<file path="src/rtl/thresholding_lane_regroup.sv">
// Regroups IN_PE-element beats from the thresholding kernel into OUT_PE-element beats (up, down or pass-through).
// Define THRESHOLDING_LANE_REGROUP_TLAST_EN to build the frame counter that drives output_tlast.
module thresholding_lane_regroup #(
  parameter int IN_PE      = 1,
  parameter int OUT_PE     = 1,
  parameter int ELEM_WIDTH = 8,
  parameter int CHANNELS   = 1
) (
  input  logic                                   clk,
  input  logic                                   rst,
  output logic                                   input_tready,
  input  logic                                   input_tvalid,
  input  logic [((IN_PE*ELEM_WIDTH+7)/8)*8-1:0]  input_tdata,
  input  logic                                   output_tready,
  output logic                                   output_tvalid,
  output logic [((OUT_PE*ELEM_WIDTH+7)/8)*8-1:0] output_tdata,
  output logic                                   output_tlast
);

  localparam int IN_EW  = IN_PE * ELEM_WIDTH;
  localparam int OUT_EW = OUT_PE * ELEM_WIDTH;
  localparam int MAX_PE = (IN_PE > OUT_PE) ? IN_PE : OUT_PE;
  localparam int MIN_PE = (IN_PE > OUT_PE) ? OUT_PE : IN_PE;
  localparam int R      = MAX_PE / MIN_PE;

  generate
    if ((MAX_PE % MIN_PE) != 0) begin : g_bad_pe
      $error("thresholding_lane_regroup: IN_PE and OUT_PE must divide one another");
    end
    if (((CHANNELS % IN_PE) != 0) || ((CHANNELS % OUT_PE) != 0)) begin : g_bad_channels
      $error("thresholding_lane_regroup: CHANNELS must be a multiple of IN_PE and OUT_PE");
    end
  endgenerate

  logic [IN_EW-1:0]  in_lanes;
  logic [OUT_EW-1:0] out_lanes;
  logic              out_valid;
  logic              in_accept;
  logic              out_accept;
  logic              unused_in_pad;

  assign in_lanes      = input_tdata[IN_EW-1:0];
  assign unused_in_pad = ^input_tdata;
  assign in_accept     = input_tvalid && input_tready;
  assign out_accept    = out_valid && output_tready;
  assign output_tvalid = out_valid;

  always_comb begin
    output_tdata               = '0;
    output_tdata[OUT_EW-1:0]   = out_lanes;
  end

  generate
    if (R == 1) begin : g_pass
      logic [OUT_EW-1:0] out_reg;

      assign input_tready = !rst && (!out_valid || output_tready);
      assign out_lanes    = out_reg;

      always_ff @(posedge clk) begin
        if (rst) begin
          out_reg   <= '0;
          out_valid <= 1'b0;
        end else if (in_accept) begin
          out_reg   <= in_lanes;
          out_valid <= 1'b1;
        end else if (out_accept) begin
          out_valid <= 1'b0;
        end
      end
    end else if (OUT_PE > IN_PE) begin : g_up
      localparam int CW = $clog2(R);
      // Only the first R-1 slots are stored; the last beat is merged straight into the output register.
      logic [(R-1)*IN_EW-1:0] acc;
      logic [CW-1:0]          k;
      logic [OUT_EW-1:0]      out_reg;
      logic                   last_slot;

      assign last_slot    = (k == CW'(R-1));
      assign input_tready = !rst && (!last_slot || !out_valid || output_tready);
      assign out_lanes    = out_reg;

      always_ff @(posedge clk) begin
        if (rst) begin
          acc       <= '0;
          k         <= '0;
          out_reg   <= '0;
          out_valid <= 1'b0;
        end else begin
          if (out_accept) begin
            out_valid <= 1'b0;
          end
          if (in_accept) begin
            if (last_slot) begin
              out_reg   <= {in_lanes, acc};
              out_valid <= 1'b1;
              k         <= '0;
            end else begin
              acc[k*IN_EW +: IN_EW] <= in_lanes;
              k                     <= k + CW'(1);
            end
          end
        end
      end
    end else begin : g_down
      localparam int CW = $clog2(R);
      logic [IN_EW-1:0] held;
      logic [CW-1:0]    s;
      logic             last_slice;

      assign last_slice   = (s == CW'(R-1));
      assign input_tready = !rst && (!out_valid || (output_tready && last_slice));
      assign out_lanes    = held[s*OUT_EW +: OUT_EW];

      // A new word may land in the same cycle the final slice leaves, so the accept branch wins.
      always_ff @(posedge clk) begin
        if (rst) begin
          held      <= '0;
          s         <= '0;
          out_valid <= 1'b0;
        end else if (in_accept) begin
          held      <= in_lanes;
          s         <= '0;
          out_valid <= 1'b1;
        end else if (out_accept) begin
          if (last_slice) begin
            s         <= '0;
            out_valid <= 1'b0;
          end else begin
            s <= s + CW'(1);
          end
        end
      end
    end
  endgenerate

`ifdef THRESHOLDING_LANE_REGROUP_TLAST_EN
  localparam int FB = CHANNELS / OUT_PE;
  localparam int FW = (FB > 1) ? $clog2(FB) : 1;
  logic [FW-1:0] f;

  always_ff @(posedge clk) begin
    if (rst) begin
      f <= '0;
    end else if (out_accept) begin
      f <= (f == FW'(FB-1)) ? '0 : f + FW'(1);
    end
  end

  assign output_tlast = out_valid && (f == FW'(FB-1));
`else
  assign output_tlast = 1'b0;
`endif

endmodule

</file>
<file path="config.mk">
export PLATFORM = sky130hd
export DESIGN_NAME = thresholding_lane_regroup
export DESIGN_NICKNAME = d
export VERILOG_FILES = /design/src/rtl/thresholding_lane_regroup.sv
export SDC_FILE = /design/constraint.sdc
export NUM_CORES = 1
export LEC_CHECK = 0
export BUFFER_PORTS_ARGS = -buffer_cell sky130_fd_sc_hd__buf_2
export CORE_AREA = 2 2 39 41
export CTS_CLUSTER_SIZE = 25
export DETAILED_ROUTE_END_ITERATION = 8
export DIE_AREA = 0 0 41 43
export GPL_TIMING_DRIVEN = 1
export PLACE_DENSITY = 0.68
export SLEW_MARGIN = 10
export SYNTH_ARGS = -nofsm -noshare
export SYNTH_HDL_FRONTEND = slang
export SYNTH_SLANG_ARGS = --single-unit
</file>
<file path="constraint.sdc">
create_clock -name clk -period 1.8 [get_ports clk]
set_input_delay 0.18 -clock clk [delete_from_list [all_inputs] [get_ports clk]]
set_output_delay 0.18 -clock clk [all_outputs]
set_load 0.01 [all_outputs]
</file>
After elaboration in Yosys (flattened, before gate mapping)
Cells that the tools add are included.

word-level totals
  register bits = 9
  input bits = 12
  output and inout port bits = 11
  logic and storage cells = 11

cells by class
  mux-type cells = 2
  reductions and logical operators = 7

operators with widths
  operator             number
  $logic_and A1 B1 Y1  3
  $logic_not A1 Y1     2
  $mux W1              2
  $reduce_bool A2 Y1   1
  $logic_or A1 B1 Y1   1

Logic depth before layout (Yosys ltp)
Gate-level depths: netlist (run 1).

  depth in word-level cells = 5
  gate-level depth with buffers = 4
  depth with buffers taken out = 3

Worst setup path after synthesis (run 1)
Ideal clock, no wire load.

  kind = register to register
  start point = register out_valid, in the netlist output_tvalid
  end point = register g_pass.out_reg[0], in the netlist output_tdata[0]
  library setup time = 0.072 ns
  arrival = 0.862 ns
  required time = 1.728 ns
  slack = 0.867 ns
  cell stages (with the launch flop) = 5
  path buffers = 1
  period minus slack after synthesis = 0.933 ns
  path through = dfxtp_1 -> nor2b_4 -> nor2b_2 -> buf_6 -> mux2i_1

between the ends
  word-level cells in the longest chain between the ends = 4

ends and longest elaborated chain
  item                    RTL line  source
  from (decl)             37        logic out_valid;
  from (signal assigned)  63        out_valid <= 1'b0;
  from (signal assigned)  66        out_valid <= 1'b1;
  from (signal assigned)  68        out_valid <= 1'b0;
  $logic_not A1 Y1        57        assign input_tready = !rst && (!out_valid || output_tready);
  $logic_or A1 B1 Y1      57
  $logic_and A1 B1 Y1     57
  $logic_and A1 B1 Y1     44        assign in_accept = input_tvalid && input_tready;
  to (signal assigned)    65        out_reg <= in_lanes;
  to (decl)               55        logic [OUT_EW-1:0] out_reg;

No other way between the ends.
A chain may end at the register's enable or synchronous reset.

Worst setup path after layout (run 1)
  start point = register out_valid, in the netlist output_tvalid
  end point = register g_pass.out_reg[1], in the netlist output_tdata[1]

The elaborated chain is that of the path after synthesis.

==> impl_metrics.toml, run 1 <==
[outcome]
outcome = "finished, final reports clean"

[worst_setup_path]
reg2reg_depth = 3
r2r_setup_slack_ns = 0.64
cp.required_ns = 1.98
r2r-end = "output_tdata[1]"
critPathSlowestCell = "nor2b_2"
r2r_start = "output_tvalid"
critPathMaxStageDelay_ns = 0.42
crit_type = "reg -> reg"
worstPathArrival_ns = 1.34
critPathMaxFanout = 8
path_cells = "nor2b_4, nor2b_2, mux2i_1"
start_kind = "flop"
end_kind = "flop"

[place]
post_dp_cell_area_sq_um = 523
portBuffers = 21
gp_congestion = 0.538
dpl.hpwl_um = 521
post-place-ws_ns = 0.627
dp.cells = 76

[detailed_routing]
drc = 0
dr.pass1.iters = 2
vias_per_cell = 4.11
ant_nets = 0
drtIter0Drc = 1
vias = 329
wl_per_cell_um = 8.86
wirelength_um = 709

[floorplanning]
fp.dieH_um = 43
fp.coreArea_sq_mm = 0.00138
start_util = 0.305
die_area_sq_mm = 0.00176
dieWidth_um = 41
io_pins = 23
rows = 14

[yosys]
ys_types = 10
ys_seq_elements = 9
ys_seq_area_frac = 0.427
synth-warning-count = 0
syn-instance-count = 42
avgSynthCellArea_sq_um = 10.0
syn_area_sq_um = 422
syn_nets = 54

[clock_tree]
insertion_delay_ns = 0.25
ctsResizeCount = 0
cts_tree = "built"
cts_buffers = 3
postCtsSetupRepairBufs = 0
clkTransAtPathRegs_ns = 0.06
clockBufferDepth = 2
numClockSinks = 9
cts-root-buf = "clkbuf_4"
htree_levels = 1
hold_buffers = 0

[finish]
diodes = 0
final_layout_size_suffix_gt1_frac = 0.406
final_area_sq_um = 549
nFillCells = 153
stdcell_count = 80
final_util = 0.397
multi_input_area_sq_um = 218
seqCellArea_sq_um = 180
syn_to_final_growth_pct = 30.3
fin_nets = 77

[sta]
setup_ws_ns = 0.642
finClkSkew_ns = 0.000243
worst_pin_slew_ns = 0.512
fmaxAchievable_mhz = 864
grt_setup_unrepaired = "false"
hold_ws_ns = 0.147
fin_setup_tns_ns = 0
hold_viol = 0
setup_viol = 0
final.period_utilization = 0.643
drv_slew = 0
finalCriticalPeriod_ns = 1.16
slew_headroom = 0.657

[global_route]
grt_pass1_wl_um = 959
grt_max_degree = 19
grt_use_total = 0.0815
grt_overflow_total = 0
antenna_found_initial = 0
grt_pass1_vias = 269

[power]
power_mw = 0.441
irDropWorstVdd_v = 0.000229
power_per_cell_area_mw_per_mm2 = 802
p_leak_nw = 0.273

[min_path]
hold_path_class = "in -> reg"
min_path_cells = 3
whs_endpoint = "output_tvalid"
holdCritStartpoint = "input_tvalid"

[flow_run]
drv_cap = 0
cells in the mapped netlist, drive strengths merged:
| cell | n | area, sq um |
|---|---|---|
| nor2b | 2 | 22.5 |
| nor2 | 3 | 11.3 |
| buf | 3 | 23.8 |
| mux2i | 8 | 80.1 |
| nand2b | 16 | 100 |
| dfxtp | 9 | 180 |
| conb | 1 | 3.75 |
registers in the layout, indices dropped and copies added (netlist names):
name / cells
output_tdata: 8
output_tvalid: 1
layer usage:
layer  track usage  part of all wire
met4        0.0800                 0
met1        0.0874              0.45
met5             0                 0
met3        0.0209              0.11
met2         0.119              0.44
worst max path at each step:
stage	from	end	slack [ns]	depth (start not counted)
2_1_floorplan	output_tvalid	output_tdata[0]	0.87	4
3_3_place_gp	output_tvalid	output_tdata[3]	0.66	3
3_5_place_dp	output_tvalid	output_tdata[2]	0.63	3
4_1_cts	output_tvalid	output_tdata[1]	0.62	3
5_1_grt	output_tvalid	output_tdata[1]	0.55	3
6_report	output_tvalid	output_tdata[1]	0.64	3
cell families after synthesis:
group         count (synthesis)  share of synthesized area
buf+inv                       3                     0.0564
simple gates                 21                      0.318
mux                           8                      0.190
flops                         9                      0.427
other cells                   1                    0.00889
power breakdown:
| part | total [mW] | internal [mW] | leakage [nW] | switching [mW] |
|---|---|---|---|---|
| registers | 0.219 | 0.213 | 0.0743 | 0.00627 |
| logic | 0.0720 | 0.0384 | 0.184 | 0.0336 |
| clock network | 0.150 | 0.0851 | 0.0150 | 0.0647 |
final cells by class:
cell class,count,area share
Tap cell,16,0.0364
Timing Repair Buffer,21,0.191
Clock buffer,4,0.0478
Sequential cell,9,0.328
Multi-Input combinational cell,30,0.396
critical path: cells and delay by family, from the launching register on:
kind	cells	cell delay (ns)
flip-flops	1	0.31
multiplexers	1	0.23
AND/OR/NAND/NOR	2	0.55
layout by cell type (no fill, tap or decap):
cell and instances:
dfxtp_1 9, buf_2 21, clkbuf_1 1, nor2b_4 1
clkbuf_4 3, mux2i_1 8, conb_1 1, nor2_1 3
nor2b_2 1, nand2b_1 16
Note: power is estimated with default switching activity, not from simulation.
==> run 2, diff against run 1 <==
clock period = 1.2 ns   (was 1.8 ns; I/O delays follow)
==> impl_metrics.toml, run 2 (synthesized netlist as in run 1, its figures left out) <==
[finish]
final_layout_size_suffix_gt1_frac = 0.415
largest_reg_flops = 8
layout_commonest_cell = "buf_2"
most-common-layout-cells = "buf_2 (21), nand2b_1 (16), dfxtp_1 (9)"
diodes = 0
syn_to_final_growth_pct = 32.0
fin_nets = 78

[power]
power_per_cell_area_mw_per_mm2 = 1200
irDropWorstVdd_v = 0.000256
p_leak_nw = 0.278
power_mw = 0.666

[floorplanning]
start_util = 0.305
io_pins = 23
dieWidth_um = 41
fp.dieH_um = 43
fp.coreArea_sq_mm = 0.00138
rows = 14
die_area_sq_mm = 0.00176

[sta]
finClkSkew_ns = 0.00545
finalCriticalPeriod_ns = 1.03
grt_setup_unrepaired = "false"
drv_slew = 0
setup_viol = 0
final.period_utilization = 0.857
fin_setup_tns_ns = 0
fmaxAchievable_mhz = 972
hold_viol = 0

[clock_tree]
cts-root-buf = "clkbuf_4"
cts_buffers = 3
clkTransAtPathRegs_ns = 0.06
ctsResizeCount = 0
clockBufferDepth = 2
postCtsSetupRepairBufs = 0
numClockSinks = 9
insertion_delay_ns = 0.26
cts_tree = "built"
hold_buffers = 0
htree_levels = 1

[worst_setup_path]
cp.required_ns = 1.08
worstPathArrival_ns = 0.91
critPathMaxFanout = 3
critPathSlowestCell = "dfxtp_1"
end_kind = "output port"
path_cells = "nor2b_4, nor2_1, buf_2"
r2r_setup_slack_ns = 0.24
start_kind = "flop"
critPathMaxStageDelay_ns = 0.32
reg2reg_depth = 4
r2r_start = "output_tvalid"
r2r-end = "output_tdata[2]"
crit_type = "reg -> out"

[detailed_routing]
vias = 345
ant_nets = 0
wirelength_um = 715
drtIter0Drc = 2
dr.pass1.iters = 2
wl_per_cell_um = 8.83
vias_per_cell = 4.26
drc = 0

[place]
portBuffers = 21
gp_congestion = 0.545
dpl.hpwl_um = 538

[global_route]
grt_pass1_wl_um = 993
grt_max_degree = 19
grt_use_total = 0.0876
grt_pass1_vias = 264
antenna_found_initial = 0
grt_overflow_total = 0

[min_path]
min_path_cells = 3
whs_endpoint = "output_tvalid"
holdCritStartpoint = "input_tvalid"
hold_path_class = "in -> reg"

[outcome]
outcome = "finished, final reports clean"

[flow_run]
drv_cap = 0
## run 2: how the worst max path moves through the flow
stage | endpoint | slack, ns | cells after the start | startpoint
after global placement | output_tdata[3] | 0.24 | 4 | output_tvalid
after detailed placement | output_tdata[6] | 0.23 | 4 | output_tvalid
final | input_tready | 0.17 | 3 | output_tvalid
after global routing | input_tready | 0.09 | 3 | output_tvalid
after floorplan | output_tdata[0] | 0.27 | 4 | output_tvalid
after CTS | input_tready | 0.16 | 3 | output_tvalid
## run 2: cell type report
type	count	area, sq um
sequential	9	180
multi-input combinational	30	218
timing repair buffer	22	113
clock buffer	4	26.3
fill	142	827
tap	16	20.0
## run 2: where the power goes
group / total (mW) / switching, mW / internal (mW)
Clock: 0.227 / 0.0995 / 0.128
Combinational: 0.111 / 0.0511 / 0.0601
Sequential: 0.328 / 0.00896 / 0.319
Total: 0.666 / 0.159 / 0.507
## run 2: critical path: cells and delay by family, from the launching register on
kind | cells | cell delay (ns)
DFF | 1 | 0.32
buffers and inverters | 1 | 0.14
and+or+nand+nor | 2 | 0.20
## run 2: per-stage QoR
stage	setup WS, ns	hold slack, ns	std cells	area (sq um)	util
after detailed placement	0.229	0.348	77	531	0.383
after global routing	0.0891	0.102	81	557	0.402
after global placement	0.239	0.345	77	531	0.383
after floorplan	0.267	0.241	42	422	-
final	0.171	0.0857	81	557	0.402
after CTS	0.155	0.0831	81	557	0.402
## run 2: routing by layer
layer,wire length (um),up-vias,share of wire,GRT usage
met3,93,4,0.13,0.0262
met5,0,-,0,0
met2,279,17,0.39,0.128
li1,-,179,-,-
met4,31,0,0.043,0.100
met1,310,145,0.43,0.0844
